--- src/rtl/des_subkey_gen_if.sv ---
// Handshake bundle between a DES round engine (master) and the subkey generator (slave).
interface des_subkey_gen_if;
   logic        start;
   logic        decrypt;
   logic [63:0] key_in;
   logic        sk_ready;
   logic [47:0] subkey;
   logic        sk_valid;
   logic [3:0]  round;
   logic        busy;
   logic        done;

   modport master (
      output start, decrypt, key_in, sk_ready,
      input  subkey, sk_valid, round, busy, done
   );

   modport slave (
      input  start, decrypt, key_in, sk_ready,
      output subkey, sk_valid, round, busy, done
   );
endinterface

--- src/rtl/des_subkey_gen.sv ---
// DES key schedule: streams the 16 round subkeys of one key, K1..K16 for
// encryption or K16..K1 for decryption, over a valid/ready handshake.
module des_subkey_gen (
   input  logic            clk,
   input  logic            rst,
   des_subkey_gen_if.slave bus
);
   typedef enum logic [1:0] {IDLE, ROUND, DONE} state_t;

   localparam logic [5:0] PC1 [56] = '{
      6'd57, 6'd49, 6'd41, 6'd33, 6'd25, 6'd17, 6'd9,
      6'd1,  6'd58, 6'd50, 6'd42, 6'd34, 6'd26, 6'd18,
      6'd10, 6'd2,  6'd59, 6'd51, 6'd43, 6'd35, 6'd27,
      6'd19, 6'd11, 6'd3,  6'd60, 6'd52, 6'd44, 6'd36,
      6'd63, 6'd55, 6'd47, 6'd39, 6'd31, 6'd23, 6'd15,
      6'd7,  6'd62, 6'd54, 6'd46, 6'd38, 6'd30, 6'd22,
      6'd14, 6'd6,  6'd61, 6'd53, 6'd45, 6'd37, 6'd29,
      6'd21, 6'd13, 6'd5,  6'd28, 6'd20, 6'd12, 6'd4
   };

   localparam logic [5:0] PC2 [48] = '{
      6'd14, 6'd17, 6'd11, 6'd24, 6'd1,  6'd5,
      6'd3,  6'd28, 6'd15, 6'd6,  6'd21, 6'd10,
      6'd23, 6'd19, 6'd12, 6'd4,  6'd26, 6'd8,
      6'd16, 6'd7,  6'd27, 6'd20, 6'd13, 6'd2,
      6'd41, 6'd52, 6'd31, 6'd37, 6'd47, 6'd55,
      6'd30, 6'd40, 6'd51, 6'd45, 6'd33, 6'd48,
      6'd44, 6'd49, 6'd39, 6'd56, 6'd34, 6'd53,
      6'd46, 6'd42, 6'd50, 6'd36, 6'd29, 6'd32
   };

   state_t      state, state_next;
   logic [27:0] c_q, d_q;
   logic [3:0]  round_q;
   logic        dir_q;
   logic        load, advance, two_step;
   logic [55:0] cd_load;

   // Tables use DES numbering (bit 1 = MSB of the vector).
   function automatic logic [55:0] pc1(input logic [63:0] k);
      logic [55:0] r;
      r = '0;
      for (int i = 0; i < 56; i++)
         r[6'(55 - i)] = k[6'(64 - int'(PC1[6'(i)]))];
      return r;
   endfunction

   function automatic logic [47:0] pc2(input logic [55:0] cd);
      logic [47:0] r;
      r = '0;
      for (int j = 0; j < 48; j++)
         r[6'(47 - j)] = cd[6'(56 - int'(PC2[6'(j)]))];
      return r;
   endfunction

   function automatic logic ls_one(input logic [4:0] k);
      return (k == 5'd1) || (k == 5'd2) || (k == 5'd9) || (k == 5'd16);
   endfunction

   function automatic logic [27:0] rotl(input logic [27:0] x, input logic two);
      return two ? {x[25:0], x[27:26]} : {x[26:0], x[27]};
   endfunction

   function automatic logic [27:0] rotr(input logic [27:0] x, input logic two);
      return two ? {x[1:0], x[27:2]} : {x[0], x[27:1]};
   endfunction

   always_ff @(posedge clk) begin
      if (rst) state <= IDLE;
      else     state <= state_next;
   end

   always_comb begin
      state_next   = state;
      load         = 1'b0;
      advance      = 1'b0;
      bus.sk_valid = 1'b0;
      bus.busy     = 1'b0;
      bus.done     = 1'b0;
      case (state)
         IDLE: begin
            if (bus.start) begin
               load       = 1'b1;
               state_next = ROUND;
            end
         end
         ROUND: begin
            bus.sk_valid = 1'b1;
            bus.busy     = 1'b1;
            if (bus.sk_ready) begin
               if (round_q == 4'd15) state_next = DONE;
               else                  advance    = 1'b1;
            end
         end
         DONE: begin
            bus.busy   = 1'b1;
            bus.done   = 1'b1;
            state_next = IDLE;
         end
         default: state_next = IDLE;
      endcase
   end

   // Decrypt starts from the unrotated PC-1 halves (identical to C16/D16,
   // since the schedule totals 28) and walks back with right rotations.
   assign two_step = dir_q ? !ls_one(5'd16 - {1'b0, round_q})
                           : !ls_one({1'b0, round_q} + 5'd2);
   assign cd_load  = pc1(bus.key_in);

   always_ff @(posedge clk) begin
      if (rst) begin
         c_q     <= '0;
         d_q     <= '0;
         round_q <= '0;
         dir_q   <= 1'b0;
      end else if (load) begin
         c_q     <= bus.decrypt ? cd_load[55:28] : rotl(cd_load[55:28], 1'b0);
         d_q     <= bus.decrypt ? cd_load[27:0]  : rotl(cd_load[27:0], 1'b0);
         round_q <= '0;
         dir_q   <= bus.decrypt;
      end else if (advance) begin
         round_q <= round_q + 4'd1;
         c_q     <= dir_q ? rotr(c_q, two_step) : rotl(c_q, two_step);
         d_q     <= dir_q ? rotr(d_q, two_step) : rotl(d_q, two_step);
      end
   end

   assign bus.subkey = pc2({c_q, d_q});
   assign bus.round  = round_q;
endmodule

--- src/flat_wrapper.sv ---
// flat-port wrapper written by rule: the top's interface ports become plain ports
module des_subkey_gen_flat 
  (clk, rst, bus_start, bus_decrypt, bus_key_in, bus_sk_ready, bus_subkey, bus_sk_valid, bus_round, bus_busy, bus_done);
  des_subkey_gen_if bus_i ();
  input  logic clk;
  input  logic rst;
  input wire logic [$bits(bus_i.start)-1:0] bus_start;
  input wire logic [$bits(bus_i.decrypt)-1:0] bus_decrypt;
  input wire logic [$bits(bus_i.key_in)-1:0] bus_key_in;
  input wire logic [$bits(bus_i.sk_ready)-1:0] bus_sk_ready;
  output wire logic [$bits(bus_i.subkey)-1:0] bus_subkey;
  output wire logic [$bits(bus_i.sk_valid)-1:0] bus_sk_valid;
  output wire logic [$bits(bus_i.round)-1:0] bus_round;
  output wire logic [$bits(bus_i.busy)-1:0] bus_busy;
  output wire logic [$bits(bus_i.done)-1:0] bus_done;
  assign bus_i.start = bus_start;
  assign bus_i.decrypt = bus_decrypt;
  assign bus_i.key_in = bus_key_in;
  assign bus_i.sk_ready = bus_sk_ready;
  assign bus_subkey = bus_i.subkey;
  assign bus_sk_valid = bus_i.sk_valid;
  assign bus_round = bus_i.round;
  assign bus_busy = bus_i.busy;
  assign bus_done = bus_i.done;
  des_subkey_gen u_core (.clk(clk), .rst(rst), .bus(bus_i));
endmodule
--- config.mk ---
export PLATFORM = sky130hd
export DESIGN_NAME = des_subkey_gen_flat
export DESIGN_NICKNAME = d
export VERILOG_FILES = /design/src/rtl/des_subkey_gen_if.sv /design/src/rtl/des_subkey_gen.sv /design/src/flat_wrapper.sv
export SDC_FILE = /design/constraint.sdc
export NUM_CORES = 1
export LEC_CHECK = 0
export ABC_AREA = 1
export BUFFER_PORTS_ARGS = -buffer_cell sky130_fd_sc_hd__buf_2
export CAP_MARGIN = 40
export CORE_UTILIZATION = 49
export DETAILED_ROUTE_END_ITERATION = 12
export PLACE_DENSITY_LB_ADDON = 0.15
export SETUP_SLACK_MARGIN = 0.15
export SYNTH_ARGS = -nofsm -noshare
export SYNTH_HDL_FRONTEND = slang
export SYNTH_SLANG_ARGS = --single-unit
--- constraint.sdc ---
create_clock -name clk -period 1.72 [get_ports clk]
set_input_delay 0 -clock clk [delete_from_list [all_inputs] [get_ports clk]]
set_output_delay 0 -clock clk [all_outputs]
set_load 0.02 [all_outputs]
==> metrics.txt, run 1 <==
count of vias placed by the detailed router about 5,200; sequential share of the synthesized area 0.2689; Clock H-tree levels 3; Cell Pwr Density around 1500 mW/mm^2; endpoint of the worst hold-timing path u_core.c_q[4]; minimum clock period just over 2000 ps; cell-by-cell trace of the critical path inv_6 -> ha_4 -> nor2_2 -> nor2_1 -> nand2_2 -> a21oi_4 -> nand2_4 -> nand2_8 -> buf_12 -> buf_16 -> nand2_2 -> nand3_1 -> nand3_1 -> a21oi_1; clock latency of the later-clocked register in the worst-skew pair about 340 ps; input/output buffers 29; cell at the slowest stage of the critical path dfxtp_4; reg-to-reg critical path startpoint u_core.bus.round[1]; biggest cell delay along the critical path a little under 400 ps; dominant synthesized flop cell dfxtp_1; final WL roughly 14,000 um; clock root buffer clkbuf_8; biggest fanout along the worst timing path 7; worst clock skew on the final layout approximately 11 ps; area added between synthesis and finish 30.27%; number of hold buffers added after cts 0; distinct cell type count after synthesis 26; critical path class register to register; Finish-stage setup viols 56; largest vdd supply drop 0.0007307 V; overall die width roughly 100 um; Gate Count Post-Synth between 700 and 800; Leakage Power between 0.002 and 0.003 uW; cell depth of the worst min-delay path 5; Worst setup SP type register; number of nets still failing antenna checks after routing 0; share of the cycle needed by the critical path after routing 1.191; count of state elements after synthesis between 60 and 70; Rel. slew slack 0.6104; MaxCap Viol Count 0; most repeated cell in the gate-level netlist after synthesis nand2_1; wire length of the first global-routing pass 21,180 um; cell type with the highest aggregate area in the netlist dfxtp_1; HP Start bus_key_in[4]; post-route DRC violation count 0; largest net degree at the start of global routing 95; Mapped Area between 0.004 and 0.005 mm^2; highest clock frequency the design can meet 0.4882 GHz; count of flip-flops with a built-in enable after synthesis 0; cell types with the largest area share after synthesis dfxtp_1 (27%), nand3_1 (18%), nand2_1 (16%); detailed-placement wirelength estimate 7435 um; internal reg-to-reg setup slack -330 ps; post-route standard cell area excluding fillers ~0.0061 mm^2; total of fill cells in the finished design a little under 800; share of Yosys cell area claimed by the top area cell type 0.2689; clock tree from TritonCTS done; buffer levels on the longest clock path 2; clk sinks 63; initial cell density of the core 0.5077; worst reg2reg endpoint u_core.d_q[5]; Crit path required time 1980 ps; GRT overflow 0; clock buffer count from CTS 9; Synth warnings 0; Post-synth ARST share 0; critical path capture point type register; number of nets in the finished design ~870; DP Area ~0.0050 mm^2; unrepaired setup endpoints after global routing yes; Antenna diodes 0; Final Max Slew Viols 0; num rows 35; overall track demand over capacity in global routing 0.2586; WHS 13.28 ps; Final Hold Fails 0; mean routed wirelength per cell approximately 16 um; type of the worst min-delay path primary input to register; detail-routed via count per cell between 5 and 6; result of the run finished, violations left; number of I/O pins approximately 120; detailed router's first-iteration violation count ~410; final core utilization 0.6613; PnR worst setup slack -328.3 ps; share of layout cells above drive strength 1 0.2889; Worst Path Arrival ~2300 ps; list of most frequent post-synthesis cells nand2_1 (197), nand3_1 (165), a21oi_1 (81); initial antenna violation count 0; FF-to-FF path depth 14; number of global-route vias before repair 4,578; worst-margin pin slew slightly below 600 ps; violations in the final reports negative setup slack; clock transition time at the flip-flop clock pins of the worst setup and hold paths approximately 80 ps; gpl congestion between 0.8 and 0.9; synthesized area per cell about 6.2 um^2; Die ar. around 0.010 mm^2; die height between 90 and 100 um; DR pass1 iterations 5; area inside the core boundary slightly above 0.009 mm^2
[registers in the layout (all words and copies together), names as in the netlist]
name and count:
u_core.bus.round 4, u_core.c_q 28, u_core.d_q 28, u_core.dir_q 1, u_core.state 2
[cells by family (layout without fill, tap and decap cells)]
family,Yosys count,count (layout),synth area share
AND/OR/NAND/NOR,406,406,0.3868
buffers and inverters,147,153,0.1731
AO/OA/AOI/OAI,125,125,0.1411
flip-flops,63,63,0.2689
adder cells (fa/ha/maj),11,11,0.02934
other,1,38,0.0007994
[cell type report]
| cell class | count | area (um^2) | area share |
|---|---|---|---|
| inverters | 46 | 182.7 | 0.02989 |
| clock inverters | 2 | 35.03 | 0.005733 |
| flip-flops and latches | 63 | 1275 | 0.2086 |
| multi-input cells | 580 | 3226 | 0.5278 |
| clock buffers | 13 | 190.2 | 0.03112 |
| well taps | 129 | 161.4 | 0.02641 |
| repair buffers | 92 | 1041 | 0.1704 |
[placed cells by master, fill, tap and decap left out, types with 3 or more instances in the layout]
| cell type | Yosys | routed |
|---|---|---|
| inv_2 | 3 | 6 |
| a31oi_1 | 21 | 21 |
| buf_4 | 52 | 32 |
| buf_6 | 3 | 4 |
| o21ai_1 | 0 | 5 |
| nor2_4 | 1 | 3 |
| buf_12 | 0 | 15 |
| dfxtp_4 | 0 | 3 |
| inv_1 | 41 | 36 |
| clkbuf_16 | 0 | 9 |
| nand3_1 | 165 | 135 |
| ha_1 | 11 | 4 |
| nand2_2 | 20 | 37 |
| buf_16 | 0 | 4 |
| buf_2 | 16 | 29 |
| conb_1 | 1 | 38 |
| clkbuf_8 | 0 | 12 |
| o21ai_0 | 18 | 12 |
| nand3_2 | 1 | 30 |
| ha_4 | 0 | 6 |
| nand2_4 | 2 | 11 |
| nand2_1 | 197 | 169 |
| nor2_2 | 0 | 4 |
| a21oi_2 | 0 | 11 |
| dfxtp_1 | 63 | 58 |
| nor2_1 | 17 | 11 |
| a21oi_1 | 81 | 69 |
[worst max-delay path by stage]
stage	from	slack, ps	to	cells after the start
2_1_floorplan	u_core.bus.round[1]	10	u_core.c_q[10]	14
3_3_place_gp	u_core.bus.round[1]	-90	u_core.d_q[22]	13
3_5_place_dp	u_core.bus.round[1]	-160	u_core.c_q[27]	13
4_1_cts	u_core.bus.round[1]	-130	u_core.d_q[7]	15
5_1_grt	u_core.bus.round[1]	-410	u_core.d_q[5]	14
6_report	u_core.bus.round[1]	-330	u_core.d_q[5]	14
[timing repair]
action                     in CTS  in global routing
setup buffers                   3                  5
gates cloned                    3                 13
gates resized for setup        33                 73
setup endpoints to repair      56                 61
pin swaps                       5                 35
[metal layers]
| layer | up-vias | GRT usage | wire length, um |
|---|---|---|---|
| met2 | 223 | 0.4435 | 6948 |
| met1 | 2451 | 0.3345 | 6154 |
| li1 | 2502 | - | - |
| met5 | - | 0 | 0 |
| met4 | 0 | 0.07127 | 215 |
| met3 | 23 | 0.04387 | 1049 |
[where the power goes]
part / internal [uW] / leakage, uW / total [uW] / switching (uW)
Sequential: 1640 / 0.000514 / 1860 / 215
Clock: 867 / 0.000117 / 1470 / 601
Combinational: 2470 / 0.00204 / 5920 / 3450
Total: 4980 / 0.00267 / 9250 / 4260
[critical path: cells and delay by family, from the launching register on]
kind,cells,cell delay [ps]
DFF,1,390
and+or+nand+nor,8,770
adders and majority gates,1,130
buffers and inverters,3,340
AOI/OAI and AO/OA,2,330
[per-stage QoR]
stage	setup TNS, ps	power (uW)	std cells	setup WS (ps)
2_1_floorplan	0	5131	790	12.13
3_3_place_gp	-3817	5977	886	-92.56
3_5_place_dp	-6755	6009	886	-155.4
4_1_cts	-5300	8129	907	-125.5
5_1_grt	-20490	9783	925	-409.6
6_report	-15050	9247	925	-328.3
No activity file was read; power rests on OpenSTA's default activity.
==> run 2: changes to the inputs <==
==> constraint.sdc (replaced) <==
create_clock -name clk -period 1.72 [get_ports clk]
set_input_delay 0.344 -clock clk [delete_from_list [all_inputs] [get_ports clk]]
set_output_delay 0.344 -clock clk [all_outputs]
set_load 0.02 [all_outputs]
==> run 2 against run 1 <==
The flow still finishes with violations (negative setup slack). Non-clock buffer count shrank 3. Clock power is 22% lower. Utilization grew 1.6 points. Final cell count fell by 0.22%. Worst setup slack gained 120 ps. Largest cell class unchanged. Power decreased by 2.4%. Sequential power hardly changed. Largest power group unchanged. First-iteration DRC count grew 7.9%.
==> metrics.txt, run 2 (synthesized netlist as in run 1, its figures left out) <==
post-route DRC violation count 0 (unchanged); critical path class register to register; overall power consumption 9023 uW (-2.4%); DR pass1 iterations 8 (+3); placed insts 890 (+0.45%); number of nets in the finished design 870 (-0.23%); share of layout cells above drive strength 1 0.3602 (+0.07126); number of global-route vias before repair 4,445 (-2.9%); worst-margin pin slew 672.1 ps (+87.70 ps); PnR worst setup slack -211.7 ps (+116.6 ps); num rows 35 (unchanged); input/output buffers 29 (unchanged); initial cell density of the core 0.5077 (unchanged); area of the multi-input gates 0.003536 mm^2 (+9.6%); Die ar. 0.009968 mm^2 (unchanged); number of nets still failing antenna checks after routing 0 (unchanged); unrepaired setup endpoints after global routing yes; clock latency of the later-clocked register in the worst-skew pair 350 ps (about the same); share of the cycle needed by the critical path after routing 1.123 (-0.06779); clock root buffer clkbuf_8; minimum clock period 1932 ps (-116.6 ps); Crit path required time 1990 ps (about the same); Finish-stage setup viols 56 (unchanged); MaxCap Viol Count 0 (unchanged); TNS Setup -8992 ps (+6054 ps); Cell Pwr Density 1442 mW/mm^2 (-4.7%); worst clock skew on the final layout 12.20 ps (+1.389 ps); count of vias placed by the detailed router 5,142 (-1.1%); buffer levels on the longest clock path 2 (unchanged); area inside the core boundary 0.009240 mm^2 (unchanged); gpl congestion 0.8728 (+4.5%); critical path capture point type register; wire length of the first global-routing pass 20,530 um (-3.0%); Clock H-tree levels 3 (unchanged); Worst Path Arrival 2200 ps (-110 ps); clock buffer count from CTS 9 (unchanged); largest net degree at the start of global routing 95 (unchanged); final core utilization 0.6770 (+0.01571); highest clock frequency the design can meet 0.5177 GHz (+6.0%); result of the run finished, violations left; Final Max Slew Viols 0 (unchanged); Antenna diodes 0 (unchanged); detailed-placement wirelength estimate 7475 um (+0.54%); detail-routed via count per cell 5.571 (-0.88%); final WL 13,970 um (-2.8%); GRT overflow 0 (unchanged); Rel. slew slack 0.5520 (-0.05847); Cell Count, Final, Fillers Out 923 (-0.22%); clk sinks 63 (unchanged); mean routed wirelength per cell 15.13 um (-2.6%); number of I/O pins 124 (unchanged); Final Hold Fails 0 (unchanged); largest vdd supply drop 0.0006648 V (-9.0%); area added between synthesis and finish 33.37%; clock transition time at the flip-flop clock pins of the worst setup and hold paths 80 ps (about the same); initial antenna violation count 0 (unchanged); total of fill cells in the finished design 775 (-1.4%); Reg area 0.001277 mm^2 (+0.20%); most common cell after layout, fill and taps aside nand2_1; Worst setup SP type register; violations in the final reports negative setup slack; die height 99.84 um (unchanged); biggest fanout along the worst timing path 7 (unchanged); leading cell types in the layout, fill and taps excluded nand2_1 (154), nand3_1 (100), nand3_2 (63); type of the worst min-delay path primary input to register; overall track demand over capacity in global routing 0.2508 (-0.007812); overall die width 99.84 um (unchanged); Leakage Power 0.002669 uW (about the same); number of hold buffers added after cts 0 (unchanged); clock tree from TritonCTS done; detailed router's first-iteration violation count 438 (+7.9%)
[run 2: cell count changes in the layout (fill, tap and decap cells not counted), moves of 8 or more]
cell	before	now
nand3_2	30	63
nand3_1	135	100
a21oi_1	69	59
nand2_1	169	154
a21oi_2	11	21
nand2_4	11	19
[run 2: cell type report]
type | count | share of cell area
clock buffer | 11 | 0.02260
clock inverter | 4 | 0.003400
inverter | 46 | 0.03020
multi-input combinational | 581 | 0.5652
sequential | 63 | 0.2042
tap | 129 | 0.02580
timing repair buffer | 89 | 0.1486
[run 2: layer usage]
layer  wire, um  share of wire  track usage  vias to the layer above
met4        276          0.020      0.06674                        0
met3        695          0.050      0.03412                       32
met2       6890           0.49       0.4308                      183
met5          0              0            0                        -
li1           -              -            -                     2505
met1       6106           0.44       0.3302                     2422
[run 2: metrics by stage]
step	cell area [um^2]	setup slack (ps)	hold slack (ps)
after CTS	5406	-152.8	338.0
final	6256	-211.7	354.1
after global routing	6256	-328.8	369.1
after floorplan	5014	12.13	459.0
after detailed placement	5060	-188.1	473.0
after global placement	5060	-139.6	467.6
[run 2: report_power, final]
| part | total, uW | switching, uW | internal (uW) |
|---|---|---|---|
| Clock | 1150 | 605 | 549 |
| Sequential | 1860 | 215 | 1650 |
| Combinational | 6010 | 3570 | 2440 |
| Total | 9020 | 4390 | 4630 |
[run 2: worst paths after layout]
check | slack (ps) | to | cells after the start | start
worst max-delay path | -210 | u_core.d_q[17] | 13 | u_core.bus.round[1]
worst min register to register | 490 | u_core.c_q[27] | 2 | u_core.c_q[27]
worst max register to register | -210 | u_core.d_q[17] | 13 | u_core.bus.round[1]
worst min-delay path | 350 | u_core.c_q[4] | 5 | bus_key_in[4]
[run 2: repair_timing]
action                                  4_1_cts  5_1_grt
resized for setup                            33      144
endpoints found under the setup margin       59       62
pin swaps                                     6       47
gates cloned                                  2       10
setup buffers                                 1        5
[run 2: worst max-delay path, cell delays in order (launching register included)]
cell and delay, ps:
dfxtp_4 380, inv_6 90, ha_4 120, nor2_2 30, nor2_1 140, nand2_2 90, a21oi_4 200, nand2_8 130
nand2_8 140, buf_12 160, nand2_4 60, nand3_2 80, nand3_2 70, a21oi_1 160
